[src/rtl/regfile_writer_pkg.sv]
// Shared definitions for the register-file write side.
// Holds the register address width, register count, default datapath width,
// the x0 index, the write-source selector used by the priority mux, and a
// small helper that tests for the hard-wired zero register.
package regfile_writer_pkg;

  localparam int REG_ADDR_W   = 5;
  localparam int REG_COUNT    = 32;
  localparam int XLEN_DEFAULT = 32;

  localparam logic [REG_ADDR_W-1:0] X0 = '0;

  // Which source owns the bank write port in a given cycle.
  typedef enum logic [1:0] {
    SRC_NONE = 2'd0,
    SRC_ALU  = 2'd1,
    SRC_LOAD = 2'd2
  } wr_src_e;

  function automatic logic is_x0(input logic [REG_ADDR_W-1:0] rd);
    return rd == X0;
  endfunction

endpackage

[src/rtl/regfile_writer_fifo.sv]
// wb_fifo: synchronous FIFO of {stale, rd, data} for buffered load results.
// Ports:
//   clock, reset      - rising-edge clock, synchronous active-high reset
//   push_i/push_rd_i/push_data_i - enqueue at tail (ignored when full)
//   pop_i             - dequeue head (ignored when empty)
//   mark_i/mark_rd_i  - mark every held entry targeting mark_rd_i stale;
//                       a same-cycle push to that rd is stored already stale
//   head_stale_o/head_rd_o/head_data_o - current head entry
//   full_o, empty_o, count_o - occupancy (live + stale entries)
//   live_o            - bit r set iff a held, non-stale entry targets r
module wb_fifo
  import regfile_writer_pkg::*;
#(
  parameter int XLEN  = XLEN_DEFAULT,
  parameter int DEPTH = 4
) (
  input  logic                      clock,
  input  logic                      reset,
  input  logic                      push_i,
  input  logic [REG_ADDR_W-1:0]     push_rd_i,
  input  logic [XLEN-1:0]           push_data_i,
  input  logic                      pop_i,
  input  logic                      mark_i,
  input  logic [REG_ADDR_W-1:0]     mark_rd_i,
  output logic                      head_stale_o,
  output logic [REG_ADDR_W-1:0]     head_rd_o,
  output logic [XLEN-1:0]           head_data_o,
  output logic                      full_o,
  output logic                      empty_o,
  output logic [$clog2(DEPTH):0]    count_o,
  output logic [REG_COUNT-1:0]      live_o
);

  localparam int AW = $clog2(DEPTH);

  logic [AW-1:0]         wr_ptr_q, rd_ptr_q;
  logic [AW:0]           count_q;
  logic [DEPTH-1:0]      valid_q, stale_q;
  logic [DEPTH-1:0]      slot_live;
  logic [REG_ADDR_W-1:0] rd_mem   [DEPTH];
  logic [XLEN-1:0]       data_mem [DEPTH];
  logic                  push_en, pop_en;

  assign full_o  = (count_q == (AW+1)'(DEPTH));
  assign empty_o = (count_q == '0);
  assign push_en = push_i & ~full_o;
  assign pop_en  = pop_i & ~empty_o;
  assign count_o = count_q;

  // Pointers wrap naturally because DEPTH is a power of two.
  always_ff @(posedge clock) begin
    if (reset) begin
      wr_ptr_q <= '0;
      rd_ptr_q <= '0;
      count_q  <= '0;
    end else begin
      if (push_en) wr_ptr_q <= wr_ptr_q + 1'b1;
      if (pop_en)  rd_ptr_q <= rd_ptr_q + 1'b1;
      count_q <= count_q + {{AW{1'b0}}, push_en} - {{AW{1'b0}}, pop_en};
    end
  end

  // Payload storage carries no reset; occupancy is tracked by valid_q.
  always_ff @(posedge clock) begin
    if (push_en) begin
      rd_mem[wr_ptr_q]   <= push_rd_i;
      data_mem[wr_ptr_q] <= push_data_i;
    end
  end

  // Per-slot occupancy and stale flags. A slot being pushed can never be
  // held already (FIFO not full), so the push branch owns its stale bit.
  always_ff @(posedge clock) begin
    if (reset) begin
      valid_q <= '0;
      stale_q <= '0;
    end else begin
      for (int i = 0; i < DEPTH; i++) begin
        if (push_en && wr_ptr_q == AW'(i)) begin
          valid_q[i] <= 1'b1;
          stale_q[i] <= mark_i && (push_rd_i == mark_rd_i);
        end else begin
          if (pop_en && rd_ptr_q == AW'(i)) valid_q[i] <= 1'b0;
          if (mark_i && valid_q[i] && rd_mem[i] == mark_rd_i) stale_q[i] <= 1'b1;
        end
      end
    end
  end

  for (genvar gi = 0; gi < DEPTH; gi++) begin : g_slot
    assign slot_live[gi] = valid_q[gi] & ~stale_q[gi];
  end

  always_comb begin
    live_o = '0;
    for (int i = 0; i < DEPTH; i++) begin
      if (slot_live[i]) live_o[rd_mem[i]] = 1'b1;
    end
  end

  assign head_stale_o = stale_q[rd_ptr_q];
  assign head_rd_o    = rd_mem[rd_ptr_q];
  assign head_data_o  = data_mem[rd_ptr_q];

endmodule

[src/rtl/regfile_writer.sv]
// regfile_writer: write-side master for registers_bank.
// Merges single-cycle ALU results (always accepted, highest priority) and
// buffered load results into one registered bank write per cycle.
// Ports:
//   clock, reset                  - rising-edge clock, sync active-high reset
//   alu_valid/alu_rd/alu_data     - ALU result for this cycle
//   load_valid/load_ready/load_rd/load_data - load result handshake
//   rf_we/rf_sel_in/rf_data_in    - registered bank write port
//   busy                          - registers with live buffered loads
//   fifo_count                    - entries held (live + stale)
module regfile_writer
  import regfile_writer_pkg::*;
#(
  parameter int XLEN  = XLEN_DEFAULT,
  parameter int DEPTH = 4
) (
  input  logic                    clock,
  input  logic                    reset,
  input  logic                    alu_valid,
  input  logic [REG_ADDR_W-1:0]   alu_rd,
  input  logic [XLEN-1:0]         alu_data,
  input  logic                    load_valid,
  output logic                    load_ready,
  input  logic [REG_ADDR_W-1:0]   load_rd,
  input  logic [XLEN-1:0]         load_data,
  output logic                    rf_we,
  output logic [REG_ADDR_W-1:0]   rf_sel_in,
  output logic [XLEN-1:0]         rf_data_in,
  output logic [REG_COUNT-1:0]    busy,
  output logic [$clog2(DEPTH):0]  fifo_count
);

  wr_src_e               src;
  logic                  push, pop, mark;
  logic                  head_stale;
  logic [REG_ADDR_W-1:0] head_rd;
  logic [XLEN-1:0]       head_data;
  logic                  fifo_full, fifo_empty;
  logic [REG_COUNT-1:0]  live;

  logic                  rf_we_q, rf_we_d;
  logic [REG_ADDR_W-1:0] rf_sel_q, rf_sel_d;
  logic [XLEN-1:0]       rf_data_q, rf_data_d;

  assign load_ready = ~fifo_full;
  // x0 loads complete the handshake but never occupy an entry.
  assign push = load_valid & load_ready & ~is_x0(load_rd);
  // An ALU write is younger than anything buffered, so it supersedes them.
  assign mark = alu_valid & ~is_x0(alu_rd);
  assign pop  = (src == SRC_LOAD);

  always_comb begin
    src = SRC_NONE;
    if (alu_valid)        src = SRC_ALU;
    else if (!fifo_empty) src = SRC_LOAD;
  end

  wb_fifo #(
    .XLEN (XLEN),
    .DEPTH(DEPTH)
  ) u_fifo (
    .clock       (clock),
    .reset       (reset),
    .push_i      (push),
    .push_rd_i   (load_rd),
    .push_data_i (load_data),
    .pop_i       (pop),
    .mark_i      (mark),
    .mark_rd_i   (alu_rd),
    .head_stale_o(head_stale),
    .head_rd_o   (head_rd),
    .head_data_o (head_data),
    .full_o      (fifo_full),
    .empty_o     (fifo_empty),
    .count_o     (fifo_count),
    .live_o      (live)
  );

  always_comb begin
    rf_we_d   = 1'b0;
    rf_sel_d  = rf_sel_q;
    rf_data_d = rf_data_q;
    case (src)
      SRC_ALU: begin
        rf_we_d   = ~is_x0(alu_rd);
        rf_sel_d  = alu_rd;
        rf_data_d = alu_data;
      end
      SRC_LOAD: begin
        // A stale entry still consumes its slot but must not write.
        rf_we_d   = ~head_stale;
        rf_sel_d  = head_rd;
        rf_data_d = head_data;
      end
      default: ;
    endcase
  end

  always_ff @(posedge clock) begin
    if (reset) begin
      rf_we_q   <= 1'b0;
      rf_sel_q  <= '0;
      rf_data_q <= '0;
    end else begin
      rf_we_q   <= rf_we_d;
      rf_sel_q  <= rf_sel_d;
      rf_data_q <= rf_data_d;
    end
  end

  assign rf_we      = rf_we_q;
  assign rf_sel_in  = rf_sel_q;
  assign rf_data_in = rf_data_q;
  assign busy       = {live[REG_COUNT-1:1], 1'b0};

endmodule

[config.mk]
export PLATFORM = sky130hd
export DESIGN_NAME = regfile_writer
export DESIGN_NICKNAME = d
export VERILOG_FILES = /design/src/rtl/regfile_writer_pkg.sv /design/src/rtl/regfile_writer_fifo.sv /design/src/rtl/regfile_writer.sv
export SDC_FILE = /design/constraint.sdc
export NUM_CORES = 1
export LEC_CHECK = 0
export CELL_PAD_IN_SITES_DETAIL_PLACEMENT = 0
export CELL_PAD_IN_SITES_GLOBAL_PLACEMENT = 1
export CORE_MARGIN = 10
export CORE_UTILIZATION = 40
export DETAILED_ROUTE_END_ITERATION = 8
export MAX_ROUTING_LAYER = met4
export PLACE_DENSITY = 0.75
export SETUP_SLACK_MARGIN = 0.05
export SLEW_MARGIN = 20
export SYNTH_ARGS = -nofsm -noshare
export SYNTH_HDL_FRONTEND = slang
export SYNTH_SLANG_ARGS = --single-unit
export TNS_END_PERCENT = 30
[constraint.sdc]
create_clock -name clock -period 4.8 [get_ports clock]
set_input_delay 0.96 -clock clock [delete_from_list [all_inputs] [get_ports clock]]
set_output_delay 0.96 -clock clock [all_outputs]
set_load 0.01 [all_outputs]
# ---- Word level (Yosys, flattened, before mapping)
# Memory sizes are Yosys's and may differ from the RTL's. A register that Yosys moved wholly into a read port is not among the register bits.
# Cells that the tools add are included.
dict set report classes {
  n_addsub 4
  mul 0
  div 0
  n_lt_le_gt_ge 9
  n_eq_ne 14
  shift 0
  muxes 41
  n_bitwise 21
  reduce_logical 35
}
# operator n
set op_table {}
lappend op_table {{32-bit two-way mux} 4}
lappend op_table {{32-bit OR} 3}
lappend op_table {{32-bit case mux with 2 select lines} 1}
lappend op_table {{5-bit == test} 5}
lappend op_table {{5-bit by 6-bit < comparator with 1-bit output (second input constant)} 4}
lappend op_table {{1-bit two-way mux} 23}
lappend op_table {{1-bit logical AND} 21}
lappend op_table {{1-bit demux with 5-bit select} 4}
lappend op_table {{5-bit by 1-bit >= comparator with 1-bit output (second input constant)} 4}
lappend op_table {{2-bit nonzero test} 9}
lappend op_table {{2-bit two-way mux} 6}
lappend op_table {{2-bit == test (second input constant)} 5}
lappend op_table {{5-bit zero test} 2}
lappend op_table {{5-bit case mux with 2 select lines} 1}
lappend op_table {{1-bit AND} 9}
lappend op_table {{1-bit NOT} 9}
lappend op_table {{2-bit by 1-bit == test with 1-bit output (second input constant)} 3}
lappend op_table {{2-bit by 1-bit adder with 2-bit output (second input constant)} 2}
lappend op_table {{2-bit zero test} 2}
lappend op_table {{3-bit by 1-bit adder with 3-bit output} 1}
lappend op_table {{3-bit == test (second input constant)} 1}
lappend op_table {{3-bit zero test} 1}
lappend op_table {{2-bit by 3-bit < comparator with 1-bit output (second input constant)} 1}
lappend op_table {{3-bit by 1-bit subtractor with 3-bit output} 1}
lappend op_table {{other kinds (2)} 2}
dict set report totals {
  reg_bits 53
  latch_bits 0
  ram_bits 148
  mem_bits_ro 0
  in_bits 78
  out_inout_bits 74
  word_cells 140
  memories 2
}
# name depth width rd rd_ports_with_merged_regs write_ports line_no
set memory_table {}
lappend memory_table {u_fifo.data_mem 4 32 1 1 1 regfile_writer_fifo.sv:41} ;# logic [XLEN-1:0] data_mem [DEPTH];
lappend memory_table {u_fifo.rd_mem 4 5 5 1 1 regfile_writer_fifo.sv:40} ;# logic [REG_ADDR_W-1:0] rd_mem [DEPTH];

# ---- Depth between registers and ports, before layout
# An unclocked memory read counts as a cell.
dict set report logic_depth {
  depth_word 12
  depth_mapped 12
  mapped_depth_nobuf 11
}

# ---- Cells and area by module
# From an unflattened synthesis, not the netlist that was laid out.
dict set report hier_totals {
  cells_unflattened 643
  hier_area_um2 9262.6
}
# module n_inst cells_per_inst area_each_um2 seq_area_each_um2
set modules_own_cells {}
lappend modules_own_cells {wb_fifo 1 463 7428.4 4784.6}
lappend modules_own_cells {regfile_writer 1 180 1834.3 760.7}

# ---- Worst setup path after synthesis
# Ideal clock, no wire load.
dict set report synth_path {
  path_kind {input -> register}
  from {in alu_valid}
  to {reg u_fifo.count_q[2], in the netlist u_fifo.count_o[2]}
  setup_time_ns 0.128
  arrival_ns 2.621
  t_required_ns 4.672
  setup_slack_ns 2.051
  path_stages 11
  n_path_buf 1
  cell_sequence {clkbuf_1 > or2_2 > inv_2 > ha_1 > inv_1 > ha_1 > inv_1 > fa_1 > xor2_1 > xnor2_1 > nor2_1}
}
dict set report synth_between {
  elab_chain_len 4
}
# item line_no
set synth_rtl {}
lappend synth_rtl {{start, declared} regfile_writer.sv:19} ;# input logic alu_valid,
lappend synth_rtl {{2-bit two-way mux} regfile_writer.sv:54} ;# if (alu_valid) src = SRC_ALU;
lappend synth_rtl {{2-bit == test} regfile_writer.sv:50} ;# assign pop = (src == SRC_LOAD);
lappend synth_rtl {{1-bit AND} regfile_writer_fifo.sv:47} ;# assign pop_en = pop_i & ~empty_o;
lappend synth_rtl {{named net u_fifo.pop_en} regfile_writer_fifo.sv:42} ;# logic push_en, pop_en;
lappend synth_rtl {{3-bit by 1-bit subtractor with 3-bit output} regfile_writer_fifo.sv:59} ;# count_q <= count_q + {{AW{1'b0}}, push_en} - {{AW{1'b0}}, pop_en};
lappend synth_rtl {{end signal, assigned} regfile_writer_fifo.sv:59}
lappend synth_rtl {{end, declared} regfile_writer_fifo.sv:37} ;# logic [AW:0] count_q;
# The timed path passes the listed nets, and every way through them passes these cells.
# A chain may end at the register's enable or synchronous reset.

==> impl_metrics.env <==
export IMPL_status="complete, no violations"
export IMPL_grt_max_degree=78
export IMPL_hpwl_um=17500
export IMPL_h_tree_depth=1
export IMPL_avgSynthCellArea_sq_um=13.4
export IMPL_dr_pass1_iters=8
export IMPL_syn_num_nets=792
export IMPL_worstPathMaxFanout=7
export IMPL_worstMarginPinSlew_ps=1000
export IMPL_start_kind="flip-flop"
export IMPL_maxCapViolations=0
export IMPL_netlist_area_sq_mm=0.00939
export IMPL_gp_congestion=0.895
export IMPL_fin_nets=912
export IMPL_synth_ff_type="edfxtp_1"
export IMPL_r2r_cells=11
export IMPL_period_minus_slack_ps=3710
export IMPL_die_w_um=173
export IMPL_dieHeight_um=173
export IMPL_setup_violations=0
export IMPL_fin_tns_setup_ps=0
export IMPL_synth_adder_area_share=0.0155
export IMPL_slew_headroom=0.334
export IMPL_final_util=0.506
export IMPL_drtIter0Drc=537
export IMPL_fin_ws_ps=1090
export IMPL_track_usage=0.169
export IMPL_start_util=0.404
export IMPL_io_pins=152
export IMPL_first_global_vias=6777
export IMPL_rows=56
export IMPL_final_cell_mix="clkdlybuf4s50_1 (148), edfxtp_1 (148), inv_1 (54), dfxtp_1 (53), a21oi_1 (44)"
export IMPL_vias_per_cell=5.60
export IMPL_whs_ps=557
export IMPL_worstReg2RegEnd="u_fifo.count_o[2]"
export IMPL_syn_inst=703
export IMPL_synth_compound_area_frac=0.130
export IMPL_synth_warnings=0
export IMPL_use_met1=0.204
export IMPL_end_kind="primary output"
export IMPL_drv_slew=0
export IMPL_clock_latency_ps=490
export IMPL_async_reset_ff_frac=0
export IMPL_hold_depth=2
export IMPL_cts_tree="yes"
export IMPL_synth_largest_area_cell="edfxtp_1"
export IMPL_synth_xor_area_frac=0.0270
export IMPL_seq_area_frac_synth=0.590
export IMPL_cts_buffer_depth=3
export IMPL_hold_viol=0
export IMPL_holdBufCountCts=0
export IMPL_postRouteAntennaNets=0
export IMPL_dieArea_sq_mm=0.0300
export IMPL_numCtsBuffers=21
export IMPL_grt_overflow=0
export IMPL_layout_drive_gt1_share=0.118
export IMPL_p_leak_uw=0.00398
export IMPL_antenna_cells=0
export IMPL_cts_sinks=203
export IMPL_synth_enable_flop_cells=148
export IMPL_gr_usage_met3=0.0227
export IMPL_ys_ff_latch=203
export IMPL_min_delay_path_class="flip-flop to flip-flop"
export IMPL_yosysUniqueCellTypes=58
export IMPL_place_ws_ps=1370
export IMPL_grt_pass1_wl_um=39600
export IMPL_synthSimpleGateAreaFrac=0.0923
export IMPL_finalCritPeriodShare=0.773
export IMPL_clkTransAtPathRegs_ps=60
export IMPL_p_per_area_mw_per_mm2=451
export IMPL_ir_worst_vdd_mv=0.271
export IMPL_drc_errors=0
export IMPL_areaGrowthSynthToFinish_pct=25.3
export IMPL_synth_top_area_share=0.473
export IMPL_clock_skew_ps=10.1
export IMPL_fmax_ghz=0.269
export IMPL_synth_mux_area_frac=0.0922
export IMPL_antenna_found_initial=0
export IMPL_routedWlPerCell_um=22.2
export IMPL_vias=6476
export IMPL_cp_data_arrival_time_ps=2750
export IMPL_core_area_sq_mm=0.0233
export IMPL_crit_type="flip-flop to primary output"
export IMPL_postCtsSetupBuffers=0
export IMPL_met2_usage=0.291
export IMPL_cp_required_ps=3840
export IMPL_drt_wl_total_um=25700
export IMPL_synth_top_family_by_area="compound AO/OA/AOI/OAI gates"
export IMPL_r2r_start="u_fifo.count_o[1]"
export IMPL_top_usage_layer="met2"
export IMPL_rsz0062_at_grt="false"
export IMPL_ctsResizeCount=0
export IMPL_cts_root_buf="clkbuf_16"
export IMPL_port_buffers=150
export IMPL_hold_path_startpoint="u_fifo.rd_ptr_q[1]"
export IMPL_ys_top_cells_by_area="edfxtp_1 (47%), dfxtp_1 (12%), mux4_2 (9.1%)"
export IMPL_r2r_slack_ps=2430
## power by group
group | internal [uW] | switching, uW | leakage, uW
Clock | 953 | 676 | 0.000335
Combinational | 680 | 696 | 0.00183
Sequential | 2130 | 182 | 0.00181
Total | 3760 | 1550 | 0.00398
## kinds of logic after synthesis
group / Yosys count
flip-flops: 203
XOR/XNOR: 29
AND/OR/NAND/NOR: 140
other: 1
multiplexers: 39
adder cells (fa/ha/maj): 11
buffers and inverters: 117
AO/OA/AOI/OAI: 163
## flip-flops by register name (all words and copies together) (netlist names), named ones only
register	flops
rf_data_in	32
u_fifo.data_mem	128
u_fifo.rd_mem	20
u_fifo.valid_q	4
u_fifo.stale_q	4
u_fifo.rd_ptr_q	2
u_fifo.count_o	3
rf_sel_in	5
u_fifo.wr_ptr_q	2
rf_we	1
## worst max path at each step
stage               depth (start not counted)                 from                end  slack (ps)
detailed placement                          9           load_rd[1]  u_fifo.count_o[2]        1370
floorplan                                  11            alu_valid  u_fifo.count_o[2]        2050
finish                                      4  u_fifo.rd_mem[3][1]            busy[8]        1090
CTS                                         4  u_fifo.rd_mem[3][1]            busy[8]        1150
global placement                            9           load_rd[1]  u_fifo.count_o[2]        1420
global route                                4  u_fifo.rd_mem[3][1]            busy[8]        1020
## final cells by class
class / instances / area [sq um]
inverter: 59 / 221
multi-input combinational: 383 / 3360
sequential: 203 / 5550
clock inverter: 14 / 155
tap: 319 / 399
fill: 2018 / 11500
clock buffer: 23 / 553
timing repair buffer: 155 / 1530
## worst max-delay path: stages (launching register included)
cell             delay (ps)
edfxtp_1                490
nor4b_2                 820
a22oi_1                 200
o221ai_1                150
clkdlybuf4s50_1         610
## per-layer routing
| metal | up-vias | wire length (um) |
|---|---|---|
| li1 | 2957 | - |
| met1 | 3204 | 10800 |
| met2 | 265 | 13000 |
| met3 | 50 | 1360 |
| met4 | 0 | 534 |
| met5 | - | 0 |
## per-stage QoR
| step | cell area (sq um) | power, uW | instances |
|---|---|---|---|
| 6_report | 11800 | 5310 | 1156 |
| 2_1_floorplan | 9390 | 3230 | 703 |
| 4_1_cts | 11800 | 5390 | 1156 |
| 3_3_place_gp | 11100 | 3720 | 1119 |
| 5_1_grt | 11800 | 5590 | 1156 |
| 3_5_place_dp | 11100 | 3750 | 1119 |
## Yosys cell counts, types with 3 or more instances
| library cell | count |
|---|---|
| edfxtp_1 | 148 |
| inv_1 | 58 |
| dfxtp_1 | 55 |
| a21oi_1 | 44 |
| nand2b_1 | 41 |
| mux4_2 | 38 |
| a221oi_1 | 37 |
| clkbuf_1 | 37 |
| xor2_1 | 22 |
| nor2_1 | 21 |
| o221ai_1 | 17 |
| buf_2 | 15 |
| a22oi_1 | 14 |
| nand2_1 | 12 |
| ha_1 | 10 |
| nand3b_1 | 10 |
| nor3_1 | 9 |
| o22ai_1 | 9 |
| nor3b_1 | 8 |
| a221o_1 | 7 |
| xnor2_1 | 7 |
| nor4_1 | 6 |
| o21ai_1 | 5 |
| or3b_1 | 5 |
| a211o_1 | 4 |
| a211oi_1 | 4 |
| a31oi_1 | 4 |
| a41oi_1 | 4 |
| and3b_1 | 4 |
| o2111ai_2 | 4 |
| or3_1 | 4 |
| buf_6 | 3 |
| nand3_1 | 3 |
| o211ai_1 | 3 |
Note: power is estimated with default switching activity, not from simulation.
